## config.mk

```make
export PLATFORM = sky130hd
export DESIGN_NAME = sram_ana_master
export DESIGN_NICKNAME = d
export VERILOG_FILES = /design/src/rtl/sram_ana_master.sv
export SDC_FILE = /design/constraint.sdc
export NUM_CORES = 1
export LEC_CHECK = 0
export CAP_MARGIN = 10
export CORE_UTILIZATION = 30
export CTS_CLUSTER_SIZE = 24
export DETAILED_ROUTE_END_ITERATION = 8
export MAX_ROUTING_LAYER = met4
export PLACE_DENSITY = 0.81
export REMOVE_ABC_BUFFERS = 1
export SKIP_CTS_REPAIR_TIMING = 1
export SYNTH_ARGS = -nofsm -noshare
export SYNTH_HDL_FRONTEND = slang
export SYNTH_SLANG_ARGS = --single-unit
```

## constraint.sdc

```tcl
create_clock -name clk -period 2 [get_ports clk]
set_clock_uncertainty 0.2 [all_clocks]
set_input_delay 0.4 -clock clk [delete_from_list [all_inputs] [get_ports clk]]
set_output_delay 0.4 -clock clk [all_outputs]
set_load 0.05 [all_outputs]
```

## src/rtl/sram_ana_master.sv

```systemverilog
// Digital initiator for the analog-encoded SRAM port: turns single-word requests into
// rail-level clk/we/addr/din sequences and decodes the returned dout levels.
module sram_ana_master #(
  parameter int unsigned DATA_WIDTH = 8,
  parameter int unsigned ADDR_WIDTH = 4,
  parameter int unsigned ANA_WIDTH  = 8,
  parameter int unsigned FULL_SCALE = 255,
  parameter int unsigned THRESHOLD  = 128,
  parameter int unsigned GUARD      = 32
) (
  input  logic                                 clk,
  input  logic                                 rst,
  input  logic                                 req_valid,
  output logic                                 req_ready,
  input  logic                                 req_we,
  input  logic [ADDR_WIDTH-1:0]                req_addr,
  input  logic [DATA_WIDTH-1:0]                req_wdata,
  output logic                                 rsp_valid,
  output logic [DATA_WIDTH-1:0]                rsp_rdata,
  output logic                                 rsp_marginal,
  output logic [ANA_WIDTH-1:0]                 clk_a,
  output logic [ANA_WIDTH-1:0]                 we_a,
  output logic [ADDR_WIDTH-1:0][ANA_WIDTH-1:0] addr_a,
  output logic [DATA_WIDTH-1:0][ANA_WIDTH-1:0] din_a,
  input  logic [DATA_WIDTH-1:0][ANA_WIDTH-1:0] dout_a
);

  localparam logic [ANA_WIDTH-1:0] LVL_HI  = ANA_WIDTH'(FULL_SCALE);
  localparam logic [ANA_WIDTH-1:0] LVL_LO  = '0;
  localparam logic [ANA_WIDTH-1:0] LVL_THR = ANA_WIDTH'(THRESHOLD);
  localparam logic [ANA_WIDTH-1:0] MARG_LO = ANA_WIDTH'(GUARD);
  localparam logic [ANA_WIDTH-1:0] MARG_HI = ANA_WIDTH'(FULL_SCALE - GUARD);

  typedef enum logic [2:0] {
    ST_IDLE,
    ST_SETUP,
    ST_RISE,
    ST_HOLD,
    ST_SAMPLE
  } state_e;

  state_e                                state_q, state_d;
  logic                                  ready_q, ready_d;
  logic                                  rsp_valid_q, rsp_valid_d;
  logic [DATA_WIDTH-1:0]                 rdata_q, rdata_d;
  logic                                  marg_q, marg_d;
  logic [ANA_WIDTH-1:0]                  clk_a_q, clk_a_d;
  logic [ANA_WIDTH-1:0]                  we_a_q, we_a_d;
  logic [ADDR_WIDTH-1:0][ANA_WIDTH-1:0]  addr_a_q, addr_a_d;
  logic [DATA_WIDTH-1:0][ANA_WIDTH-1:0]  din_a_q, din_a_d;

  // State and output registers; reset also aborts any in-flight access.
  always_ff @(posedge clk) begin
    if (rst) begin
      state_q     <= ST_IDLE;
      ready_q     <= 1'b0;
      rsp_valid_q <= 1'b0;
      rdata_q     <= '0;
      marg_q      <= 1'b0;
      clk_a_q     <= LVL_LO;
      we_a_q      <= LVL_LO;
      addr_a_q    <= '0;
      din_a_q     <= '0;
    end else begin
      state_q     <= state_d;
      ready_q     <= ready_d;
      rsp_valid_q <= rsp_valid_d;
      rdata_q     <= rdata_d;
      marg_q      <= marg_d;
      clk_a_q     <= clk_a_d;
      we_a_q      <= we_a_d;
      addr_a_q    <= addr_a_d;
      din_a_q     <= din_a_d;
    end
  end

  // Access sequencer: setup, clk_a high for two cycles, fall, then sample dout_a.
  always_comb begin
    state_d     = state_q;
    ready_d     = ready_q;
    rsp_valid_d = 1'b0;
    rdata_d     = rdata_q;
    marg_d      = marg_q;
    clk_a_d     = clk_a_q;
    we_a_d      = we_a_q;
    addr_a_d    = addr_a_q;
    din_a_d     = din_a_q;

    case (state_q)
      ST_IDLE: begin
        ready_d = 1'b1;
        if (req_valid && ready_q) begin
          state_d = ST_SETUP;
          ready_d = 1'b0;
          we_a_d  = req_we ? LVL_HI : LVL_LO;
          for (int i = 0; i < int'(ADDR_WIDTH); i++) begin
            addr_a_d[i] = req_addr[i] ? LVL_HI : LVL_LO;
          end
          // Reads park din_a at zero so the macro never sees stale write data.
          for (int i = 0; i < int'(DATA_WIDTH); i++) begin
            din_a_d[i] = (req_we && req_wdata[i]) ? LVL_HI : LVL_LO;
          end
        end
      end
      ST_SETUP: begin
        clk_a_d = LVL_HI;
        state_d = ST_RISE;
      end
      ST_RISE: begin
        state_d = ST_HOLD;
      end
      ST_HOLD: begin
        clk_a_d = LVL_LO;
        we_a_d  = LVL_LO;
        state_d = ST_SAMPLE;
      end
      ST_SAMPLE: begin
        marg_d = 1'b0;
        for (int i = 0; i < int'(DATA_WIDTH); i++) begin
          rdata_d[i] = (dout_a[i] >= LVL_THR);
          if ((dout_a[i] > MARG_LO) && (dout_a[i] < MARG_HI)) begin
            marg_d = 1'b1;
          end
        end
        rsp_valid_d = 1'b1;
        ready_d     = 1'b1;
        state_d     = ST_IDLE;
      end
      default: begin
        state_d = ST_IDLE;
      end
    endcase
  end

  assign req_ready    = ready_q;
  assign rsp_valid    = rsp_valid_q;
  assign rsp_rdata    = rdata_q;
  assign rsp_marginal = marg_q;
  assign clk_a        = clk_a_q;
  assign we_a         = we_a_q;
  assign addr_a       = addr_a_q;
  assign din_a        = din_a_q;

endmodule
```

Yosys cells after proc, flatten, opt, wreduce, memory -nomap -nowiden. Index checks and enable logic that the tools add are counted.

Magnitude comparators: 24. Equal/unequal tests: 5. Mux-type cells: 29. Reductions and logical operators: 23.

Operators with widths (count): 2-to-1 mux 8 bit (14); greater-or-equal comparator 8 bit (second input constant) (8); > comparator 8 x 6 -> 1 bit (second input constant) (8); less-than comparator 8 bit (second input constant) (8); case mux 8 bit (2 select lines) (2); logical AND 1 bit (17); case mux 3 bit (4 select lines) (1); 2-to-1 mux 1 bit (10); == test 3 x 2 -> 1 bit (second input constant) (2); nonzero test 2 bit (3); AND reduction 2 bit (2); == test 3 x 1 -> 1 bit (second input constant) (1); == test 3 bit (second input constant) (1); logical NOT 3 bit (1); 2-to-1 mux 3 bit (1); != test 2 bit (second input constant) (1); case mux 1 bit (2 select lines) (1).

Register bits after elaboration: 126. Output and inout port bits: 123. Logic and storage cells: 100.

Depth between registers and ports, before layout. Gate-level depths: netlist of the first run.

Depth in word-level cells: 10. Mapped depth: 7. Mapped depth without buffers: 5.

Worst setup path after synthesis of the first run. OpenSTA, ideal clock, no wires.

Path type: input to register. From: in dout_a[33] (netlist name). To: reg marg_q, in the netlist rsp_marginal. Library setup time: 129 ps. Arrival time: 1479 ps. Data required time: 1671 ps. Slack: 192 ps. Stages: 5. Path buffers: 0. Cell sequence: or4_1 > nor4_2 > nor4_1 > nor4_2 > a31oi_1.

Word-level cells in the longest chain between the ends: 6. Elaborated cells between the ends (all ways): 7. Those cells by class: order compare: 2; mux: 4; reduce/logical: 1.

Ends and longest elaborated chain: from (decl) (RTL line 25) `input logic [DATA_WIDTH-1:0][ANA_WIDTH-1:0] dout_a`; > comparator 8 x 6 -> 1 bit / less-than comparator 8 bit (equally long branches) (RTL line 121) `if ((dout_a[i] > MARG_LO) && (dout_a[i] < MARG_HI)) begin`; logical AND 1 bit (*) (RTL line 121); 2-to-1 mux 1 bit (*) (4 in a row) (RTL line 121); to (signal assigned) (RTL line 69) `marg_q <= marg_d;`; to (decl) (RTL line 46) `logic marg_q, marg_d;`.

Every way passes the cells marked *; elsewhere a longest branch is shown, timed or not. A chain may end at the register's enable or synchronous reset.

Worst setup path in the final report of the first run.
From: in dout_a[0] (netlist name). To: reg marg_q, in the netlist rsp_marginal.

Word-level cells in the longest chain between the ends: 10. Elaborated cells between the ends (all ways): 11. Those cells by class: order compare: 2; mux: 8; reduce/logical: 1.

Ends and longest elaborated chain (RTL line): > comparator 8 x 6 -> 1 bit / less-than comparator 8 bit (equally long branches) (121); logical AND 1 bit (*) (121); 2-to-1 mux 1 bit (*) (8 in a row) (121).

Marked as above.

==> metrics.log, run 1 <==
INFO  metric antenna-diode-count = 0
INFO  metric worst_setup_hold_path_clk_slew = ~0.09 ns
INFO  metric worstPathRequired = 1.95 ns
INFO  metric initial_utilization = between 30% and 40%
INFO  metric yosys_warnings = 0
INFO  metric min_period_over_period = about 96%
INFO  metric dp.cells = 496
INFO  metric detail_route.wirelength = between 7000 and 8000 um
INFO  metric ys_top_cells_by_area = sky130_fd_sc_hd__buf_4, sky130_fd_sc_hd__dfxtp_1, sky130_fd_sc_hd__nand2_1
INFO  metric status = completed
INFO  metric post_layout_nonfiller_instances = 500
INFO  metric postSynthCellCount = between 200 and 300
INFO  metric timing.critical_path.to_type = flip-flop
INFO  metric final.min_clock_period = ~1.9 ns
INFO  metric power.density = roughly 550 mW/mm^2
INFO  metric synth.distinct_cells = 24
INFO  metric numPortBuffers = roughly 200
INFO  metric cts.sink_count = 28
INFO  metric detailedRoute.firstIterationViolations = 74
INFO  metric final_layout_size_suffix_gt1_share = roughly two fifths
INFO  metric ys_seq_elements = 28
INFO  metric cts_made_buffers = 3
INFO  metric cts_max_level = 1
INFO  metric element_type_at_the_critical_path_start = input pin
INFO  metric design.portCount = just over 200
INFO  metric regToRegSetupSlack = approximately 0.45 ns
INFO  metric fp.dieW = roughly 86 um
INFO  metric area_taken_by_multi_input_logic_gates = roughly 860 um^2
INFO  metric top_ff_cell_synth = sky130_fd_sc_hd__dfxtp_1
INFO  metric clk_root_buffer_cell = sky130_fd_sc_hd__clkbuf_8
INFO  metric dp_hpwl = between 5000 and 6000 um
INFO  metric slew-limit-headroom = a little over 60%
INFO  metric synth.avg_cell_area = between 7 and 8 um^2
INFO  metric vertical_extent_of_the_die = around 86 um
INFO  metric synth_common_cells = sky130_fd_sc_hd__buf_4, sky130_fd_sc_hd__nand2_1, sky130_fd_sc_hd__dfxtp_1
INFO  metric regArea = 560.5 um^2
INFO  metric ir_worst_vdd = 0.4377 mV
INFO  metric max_clock_freq = 523.4 MHz
INFO  metric grt_first_pass_wirelength = 10250 um
INFO  metric dr_total_vias = between 2000 and 2500
INFO  metric route.detailed.wl_per_inst = ~15 um
INFO  metric gr-total-overflow = 0
INFO  metric yosysTopAreaCell = sky130_fd_sc_hd__buf_4
INFO  metric finish.utilization = between 60% and 70%
INFO  metric synthToLayoutAreaGrowth = 112.2%
INFO  metric drt-vias-per-instance = ~4.6
INFO  metric final_setup_fails = 0
INFO  metric regToRegEndpoint = we_a[6]
INFO  metric clock_insertion_delay_worst_skew = around 0.27 ns
INFO  metric power_leakage = ~1.9 nW
INFO  metric hold_path_end = rsp_rdata[5]
INFO  metric worst_pin_slew = ~0.6 ns
INFO  metric crit_path_cell_trace = clkdlybuf4s50_1 -> or4_1 -> o21ai_1 -> a2bb2oi_1 -> a211oi_2 -> a31oi_1
INFO  metric unrepaired_setup_endpoints_after_global_routing = false
INFO  metric die_area = ~0.0073 mm^2
INFO  metric yosysMostFrequentCell = sky130_fd_sc_hd__buf_4
INFO  metric drcViolationCount = 0
INFO  metric cap_viol_max_count = 0
INFO  metric detailedRoute.firstPassIterationCount = 5
INFO  metric fillerInstances = slightly above 500
INFO  metric antenna_found_initial = 0
INFO  metric fin_nets = ~490
INFO  metric dpl_ws = -0.4215 ns
INFO  metric ff2ff_path_depth = 6
INFO  metric row_count = 30
INFO  metric holdCritPathClass = flip-flop to flip-flop
INFO  metric synthesis.area = about 0.0021 mm^2
INFO  metric path_max_fanout = 2
INFO  metric cts_tree = yes
INFO  metric postLayoutSetupSlackWorst = slightly below 0.09 ns
INFO  metric grtUsageTotal = approximately 18%
INFO  metric grt_start_max_net_pins = 29
INFO  metric finalHoldViolCount = 0
INFO  metric ys_async_sr_fraction = 0%
INFO  metric via_count_of_the_first_global_routing_pass = 2169
INFO  metric core_area = between 0.006 and 0.007 mm^2
INFO  metric postRouteAntennaNets = 0
INFO  metric rr_startpoint = state_q[0]
INFO  metric critical_path_class = input pin to flip-flop
INFO  metric arrival = 1.86 ns
INFO  metric synth_edf_count = 0
INFO  metric min_path_cells = 2
INFO  metric max_stage_delay = 0.51 ns
INFO  metric hold_path.startpoint = rsp_rdata[5]
INFO  metric clock_tree.buffer_depth = 2
INFO  metric place.gp.congestion = roughly 0.77
INFO  metric slowest_stage = sky130_fd_sc_hd__or4_1
INFO  metric post-synth-top-area-fraction = 35.34%
INFO  metric setup_total_negative_slack = 0 ns
INFO  metric timing.final.max_slew_violations = 0
INFO  metric proportion_of_synthesized_chip_area_in_sequential_cells = between 20% and 30%
[worst max-delay path by stage]
stage                from      endpoint  cells after the start
2_1_floorplan     we_a[6]       we_a[6]                      2
3_3_place_gp   dout_a[33]  rsp_marginal                      6
3_5_place_dp   dout_a[57]  rsp_marginal                      6
4_1_cts        dout_a[57]  rsp_marginal                      6
5_1_grt         dout_a[0]  rsp_marginal                      6
6_report        dout_a[0]  rsp_marginal                      6
[report_power, final]
group / switching, mW / total, mW / internal, mW / leakage (nW)
Clock: 0.175 / 0.442 / 0.268 / 0.0357
Combinational: 0.764 / 1.38 / 0.612 / 1.66
Sequential: 0.0360 / 0.621 / 0.585 / 0.227
[critical path, delay by kind of cell]
family / cells / cell delay [ns]
compound gates: 4 / 0.54
simple gates: 1 / 0.51
buf+inv: 1 / 0.41
[area by class of cell]
type / instances / share of cell area [%]
multi-input cells: 147 / 19.32
inverters: 1 / 0.08410
clock buffers: 3 / 0.9251
flip-flops and latches: 28 / 12.56
well taps: 96 / 2.691
clock inverters: 1 / 0.6728
repair buffers: 224 / 63.75
[kinds of logic after synthesis]
group	count (synthesis)	synth area share, %
AND/OR/NAND/NOR	110	26.47
buffers and inverters	107	36.76
AO/OA/AOI/OAI	36	9.697
flip-flops	28	26.65
XOR/XNOR	1	0.4165
[layer usage]
layer | GRT usage [%] | part of all wire [%] | vias to the layer above | routed length, um
met5 | - | 0 | - | 0
met1 | 17.86 | 35 | 1076 | 2543
met4 | 4.697 | 1.2 | 0 | 86
li1 | - | - | 1118 | -
met3 | 3.080 | 7.0 | 8 | 506
met2 | 35.27 | 57 | 100 | 4137
[registers in the layout, indices dropped and copies added (netlist names)]
name	cells
addr_a	4
clk_a	1
din_a	8
req_ready	1
rsp_marginal	1
rsp_rdata	8
rsp_valid	1
state_q	3
we_a	1
[cells in the final DEF (no fill, tap or decap), drive strengths merged]
master	Yosys	layout
a211oi	1	1
a21oi	23	23
a2bb2oi	2	2
a31o	1	1
a31oi	4	4
and3	7	7
buf	99	145
bufinv	0	1
clkbuf	7	3
clkdlybuf4s50	0	63
dfxtp	28	28
dlymetal6s2s	0	16
inv	1	1
nand2	39	39
nand3	14	14
nand4	5	5
nor2	15	15
nor3	11	11
nor4	12	12
o211ai	1	1
o21ai	3	3
o21bai	1	1
or4	7	7
xnor2	1	1
[stage by stage]
stage / hold slack [ns] / total power, mW / area (um^2)
2_1_floorplan: 0.2691 / 1.235 / 1334
3_3_place_gp: 0.2442 / 1.975 / 4259
3_5_place_dp: 0.2474 / 2.000 / 4259
4_1_cts: 0.2615 / 2.445 / 4330
5_1_grt: 0.2807 / 2.530 / 4463
6_report: 0.2592 / 2.440 / 4463
No activity file was read; power rests on OpenSTA's default activity.
==> run 2: changes to the inputs <==
--- a/config.mk
+++ b/config.mk
@@ -5,7 +5,7 @@
 export SDC_FILE = /design/constraint.sdc
 export NUM_CORES = 1
 export LEC_CHECK = 0
-export CAP_MARGIN = 10
+export CAP_MARGIN = 20
 export CORE_UTILIZATION = 30
 export CTS_CLUSTER_SIZE = 24
 export DETAILED_ROUTE_END_ITERATION = 8
==> results of run 2 <==
Final layout, timing and power as in run 1 (identical DEF).
